## src/rtl/uart_tx_sink.sv

```systemverilog
// Packs decoded serial bits into bytes, buffers them in a small FIFO and sends them as UART frames.
// Define UART_PARITY_EN to insert an even-parity bit (8E1); otherwise frames are 8N1.
module uart_tx_sink #(
    parameter int unsigned CLKS_PER_BIT = 4,
    parameter int unsigned DEPTH        = 4,
    parameter int unsigned ADDR_W       = 2
) (
    input  logic              clk,
    input  logic              reset,
    input  logic              valid_in,
    input  logic              bit_in,
    input  logic              byte_clr,
    output logic              tx,
    output logic              busy,
    output logic              overflow,
    output logic [ADDR_W:0]   fifo_level
);

    localparam int unsigned BaudW = $clog2(CLKS_PER_BIT);

    typedef enum logic [2:0] {StIdle, StStart, StData, StParity, StStop} state_e;

    state_e              state_q, state_d;
    logic [2:0]          bit_cnt_q, bit_cnt_d;
    logic [7:0]          part_q, part_d;
    logic [ADDR_W-1:0]   wr_ptr_q, wr_ptr_d, rd_ptr_q, rd_ptr_d;
    logic [ADDR_W:0]     level_q, level_d;
    logic                overflow_q, overflow_d;
    logic [BaudW-1:0]    baud_q, baud_d;
    logic [2:0]          idx_q, idx_d;
    logic [7:0]          shreg_q, shreg_d;
    logic                tx_q, tx_d;
    logic [7:0]          mem_q [DEPTH];

    logic       push, push_ok, pop, full, empty, baud_end;
    logic [7:0] push_byte;

    // Byte assembly; the 8th bit completes the byte on the same edge it arrives.
    always_comb begin
        bit_cnt_d = bit_cnt_q;
        part_d    = part_q;
        push      = 1'b0;
        push_byte = {bit_in, part_q[6:0]};
        if (byte_clr) begin
            bit_cnt_d = 3'd0;
            if (valid_in) begin
                part_d[0] = bit_in;
                bit_cnt_d = 3'd1;
            end
        end else if (valid_in) begin
            part_d[bit_cnt_q] = bit_in;
            bit_cnt_d         = bit_cnt_q + 3'd1;
            push              = (bit_cnt_q == 3'd7);
        end
    end

    assign full     = (level_q == (ADDR_W + 1)'(DEPTH));
    assign empty    = (level_q == '0);
    assign push_ok  = push & ~full;
    assign baud_end = (baud_q == BaudW'(CLKS_PER_BIT - 1));

    always_comb begin
        wr_ptr_d   = push_ok ? wr_ptr_q + ADDR_W'(1) : wr_ptr_q;
        rd_ptr_d   = pop ? rd_ptr_q + ADDR_W'(1) : rd_ptr_q;
        overflow_d = push & full;
        level_d    = level_q;
        if (push_ok && !pop) begin
            level_d = level_q + (ADDR_W + 1)'(1);
        end else if (!push_ok && pop) begin
            level_d = level_q - (ADDR_W + 1)'(1);
        end
    end

    always_comb begin
        state_d = state_q;
        baud_d  = baud_q;
        idx_d   = idx_q;
        shreg_d = shreg_q;
        tx_d    = tx_q;
        pop     = 1'b0;
        case (state_q)
            StIdle: begin
                tx_d = 1'b1;
                if (!empty) begin
                    pop     = 1'b1;
                    shreg_d = mem_q[rd_ptr_q];
                    tx_d    = 1'b0;
                    baud_d  = '0;
                    state_d = StStart;
                end
            end
            StStart: begin
                baud_d = baud_q + BaudW'(1);
                if (baud_end) begin
                    baud_d  = '0;
                    idx_d   = 3'd0;
                    tx_d    = shreg_q[0];
                    state_d = StData;
                end
            end
            StData: begin
                baud_d = baud_q + BaudW'(1);
                if (baud_end) begin
                    baud_d = '0;
                    if (idx_q == 3'd7) begin
`ifdef UART_PARITY_EN
                        tx_d    = ^shreg_q;
                        state_d = StParity;
`else
                        tx_d    = 1'b1;
                        state_d = StStop;
`endif
                    end else begin
                        idx_d = idx_q + 3'd1;
                        tx_d  = shreg_q[idx_q + 3'd1];
                    end
                end
            end
            StParity: begin
                baud_d = baud_q + BaudW'(1);
                if (baud_end) begin
                    baud_d  = '0;
                    tx_d    = 1'b1;
                    state_d = StStop;
                end
            end
            StStop: begin
                baud_d = baud_q + BaudW'(1);
                if (baud_end) begin
                    baud_d  = '0;
                    tx_d    = 1'b1;
                    state_d = StIdle;
                end
            end
            default: begin
                tx_d    = 1'b1;
                state_d = StIdle;
            end
        endcase
    end

    always_ff @(posedge clk or negedge reset) begin
        if (!reset) begin
            state_q    <= StIdle;
            bit_cnt_q  <= 3'd0;
            part_q     <= 8'd0;
            wr_ptr_q   <= '0;
            rd_ptr_q   <= '0;
            level_q    <= '0;
            overflow_q <= 1'b0;
            baud_q     <= '0;
            idx_q      <= 3'd0;
            shreg_q    <= 8'd0;
            tx_q       <= 1'b1;
        end else begin
            state_q    <= state_d;
            bit_cnt_q  <= bit_cnt_d;
            part_q     <= part_d;
            wr_ptr_q   <= wr_ptr_d;
            rd_ptr_q   <= rd_ptr_d;
            level_q    <= level_d;
            overflow_q <= overflow_d;
            baud_q     <= baud_d;
            idx_q      <= idx_d;
            shreg_q    <= shreg_d;
            tx_q       <= tx_d;
        end
    end

    // Storage needs no reset: the pointers and level define which entries are valid.
    always_ff @(posedge clk) begin
        if (push_ok) begin
            mem_q[wr_ptr_q] <= push_byte;
        end
    end

    assign tx         = tx_q;
    assign overflow   = overflow_q;
    assign fifo_level = level_q;
    assign busy       = (state_q != StIdle) | (level_q != '0);

endmodule

```

## config.mk

```make
export PLATFORM = sky130hd
export DESIGN_NAME = uart_tx_sink
export DESIGN_NICKNAME = d
export VERILOG_FILES = /design/src/rtl/uart_tx_sink.sv
export SDC_FILE = /design/constraint.sdc
export NUM_CORES = 1
export LEC_CHECK = 0
export CORE_ASPECT_RATIO = 1.2
export CORE_MARGIN = 4
export CORE_UTILIZATION = 65
export CTS_CLUSTER_DIAMETER = 200
export DETAILED_ROUTE_END_ITERATION = 8
export PLACE_DENSITY = 0.84
export RECOVER_POWER = 25
export SYNTH_ARGS = -nofsm -noshare
export SYNTH_HDL_FRONTEND = slang
export SYNTH_SLANG_ARGS = --single-unit
```

## constraint.sdc

```tcl
create_clock -name clk -period 3.72 [get_ports clk]
set_input_delay 0.744 -clock clk [delete_from_list [all_inputs] [get_ports clk]]
set_output_delay 0.744 -clock clk [all_outputs]
set_load 0.1 [all_outputs]
```

==> out/metrics.yaml <==
power_and_ir_drop:
  peakVddDrop_mv: 0.281
  p_leak_uw: 0.00127
  p_per_area_mw_per_mm2: 445
finish:
  n_antenna_cell: 0
  final_layout_size_suffix_gt1_share_pct: 24.3
  fill_cells: 292
  syn_to_final_growth_pct: 8.92
  nNetsFinal: 225
  final_util_pct: 73.1
drt:
  drtIter0Drc: 97
  num_vias: 1620
  viasPerCell: 5.96
  drt_wl_total_mm: 4.98
  drc: 0
  ant_nets: 0
  dr.pass1.iters: 4
  wl_per_cell_um: 18.3
grt:
  grt_max_degree: 36
  grt_pass1_vias: 1746
  track_usage_pct: 19.3
  overflow: 0
  grt_antenna_before_repair: 0
  grt_pass1_wl_mm: 8.50
clock_tree:
  cts.sinks: 67
  post_cts_buffers: 0
  cts_resized: 0
  clk_pin_slew_worst_paths_ns: 0.07
  clock_latency_ns: 0.33
  cts_root_buf: "clkbuf_8"
  numCtsBuffers: 9
  clockBufferDepth: 2
  ctsHtreeMaxLevel: 3
  hold_buffers: 0
  cts_tree: "built"
synthesis:
  yosysMostFrequentCell: "dfrtp_1"
  yosys_warnings: 0
  ys_seq_area_share_pct: 60.1
  ys_async_sr_fraction_pct: 52.2
  syn_area_per_cell_um2: 15.7
  netlist_area_mm2: 0.00306
  synth_area_leaders: "edfxtp_1 31%, dfrtp_1 28%, mux4_2 7.4%"
  synth_edf_count: 32
  synthCells: 195
  synth_top_area_cell: "edfxtp_1"
  synth-seq-cells: 67
  synth_fp_nets: 211
  synthDistinctLibCells: 48
  synthTopCellsByCount: "34 x dfrtp_1, 32 x edfxtp_1, 10 x ha_1, 10 x mux2_2, 10 x mux4_2"
  yosys.area.top_type_share_pct: 31.4
  synthFlopType: "dfrtp_1"
sta:
  skew_ns: 0.00975
  slew-limit-headroom_pct: -30.2
  setup_viol: 0
  period_share_pct: 81.7
  timing.fmax_mhz: 329
  rsz0062_at_grt: "false"
  final_hold_viol_count: 0
  tightest_slew_ns: 1.95
  fin_crit_ns: 3.04
  drv_slew: 36
  fin_tns_setup_ns: 0
place:
  gp_congestion: 0.726
  place_hpwl_mm: 3.53
  numPortBuffers: 10
setup_path:
  cp.required_ns: 2.98
  slowest_stage: "clkdlybuf4s50_1"
  cp_slowest_stage_delay_ns: 1.13
  r2r-start: "state_q[2]"
  cp-start-kind: "flip-flop"
  crit_type: "flip-flop to output pin"
  cp_num_buf_inv: 1
  r2r_slack_ns: 0.99
  timing.rr.end: "fifo_level[1]"
  crit_family: "buffers and inverters"
  r2r_cells: 7
  crit_arrival_ns: 2.30
  crit_path_max_fanout: 13
  critPathCaptureType: "output pin"
  cp_cell_sequence: "nor2_2 > nand3b_1 > clkdlybuf4s50_1"
run:
  cap_violations: 1
worst_hold_path:
  hold_end: "shreg_q[7]"
  min_from: "shreg_q[7]"
  hp-class: "flip-flop to flip-flop"
  hold_path_depth: 1
floorplanning:
  die_h_um: 83.2
  dieArea_mm2: 0.00587
  coreArea_mm2: 0.00456
  start_util_pct: 67.1
  fp.dieW_um: 70.6
  num_rows: 27
  ioPinCount: 11
outcome:
  status: "finished, violations left"
  failed_checks: "max-capacitance violations, max-slew violations"
## worst register-to-register path: stages (launching register included)
cell	delay, ns
dfrtp_1	0.53
nor3_1	0.35
nor2b_2	0.60
inv_2	0.14
ha_1	0.24
inv_1	0.07
fa_1	0.40
mux2_2	0.27
## worst max path at each step
stage	endpoint	slack, ns	startpoint	cells past startpoint
after global placement	fifo_level[2]	0.85	valid_in	9
after floorplan	busy	0.97	fifo_level[0]	2
after CTS	busy	0.67	state_q[0]	3
after detailed placement	fifo_level[2]	0.69	valid_in	9
final	busy	0.68	state_q[0]	3
after global routing	busy	0.59	state_q[0]	3
## per-stage QoR
step                      instance area (um2)  instances  hold slack [ns]  setup WS (ns)  power (uW)
after floorplan                          3060        195            0.448          0.973         957
after global placement                   3180        256            0.488          0.851         991
after detailed placement                 3180        256            0.499          0.693        1010
after CTS                                3340        272            0.515          0.674        1490
after global routing                     3330        272            0.537          0.589        1550
final                                    3330        272            0.513          0.679        1480
## cells in the final DEF (no fill, tap or decap), types with 2 or more instances in the layout
master,instances
ha_1,10
nor2b_1,2
nor3_1,4
dfrtp_1,34
nand3b_1,5
xnor2_1,4
nand2_1,3
mux2_2,10
nor3b_1,5
nor2_1,6
clkinv_2,2
edfxtp_1,32
nand2b_1,2
o21ai_0,5
inv_1,6
clkdlybuf4s50_1,9
mux2_4,8
clkinv_1,2
mux2i_1,6
mux4_2,10
a21oi_1,2
clkinvlp_4,2
clkbuf_1,2
and2_1,4
clkbuf_8,9
nand3_1,2
xor2_1,3
## flip-flops by register name, indices dropped and copies added, names as in the netlist
signal and count:
part_q 7, wr_ptr_q 2, shreg_q 8, idx_q 3, overflow 1, baud_q 2, state_q 3, tx 1
fifo_level 3, mem_q 32, rd_ptr_q 2, bit_cnt_q 3
## final cells by class
class,count,area (um2),share of cell area [%]
tap,58,72.6,2.18
sequential,67,1840,55.2
inverter,7,26.3,0.789
clock inverter,6,32.5,0.976
clock buffer,10,128,3.83
timing repair buffer,11,104,3.12
multi-input combinational,113,1130,33.9
## layer usage
layer  routed length [um]  share of wire [%]  vias to the layer above  global-route usage (%)
li1                     -                  -                      757                       -
met1                 2030                 41                      824                    22.5
met2                 2660                 53                       26                    32.0
met3                  144                2.9                       13                    5.33
met4                  148                3.0                        0                    10.3
met5                    0                  0                        -                       0
## where the power goes
part	switching, uW	internal [uW]
combinational	66.0	45.6
sequential	48.4	831
clock	256	235
total	371	1110
## kinds of logic after synthesis
kind of cell | share of synthesized area [%]
XOR/XNOR | 2.00
adder cells (fa/ha/maj) | 4.74
buffers and inverters | 2.94
multiplexers | 16.9
AND/OR/NAND/NOR | 9.69
flip-flops | 60.1
AO/OA/AOI/OAI | 3.60
Note: power is estimated with default switching activity, not from simulation.
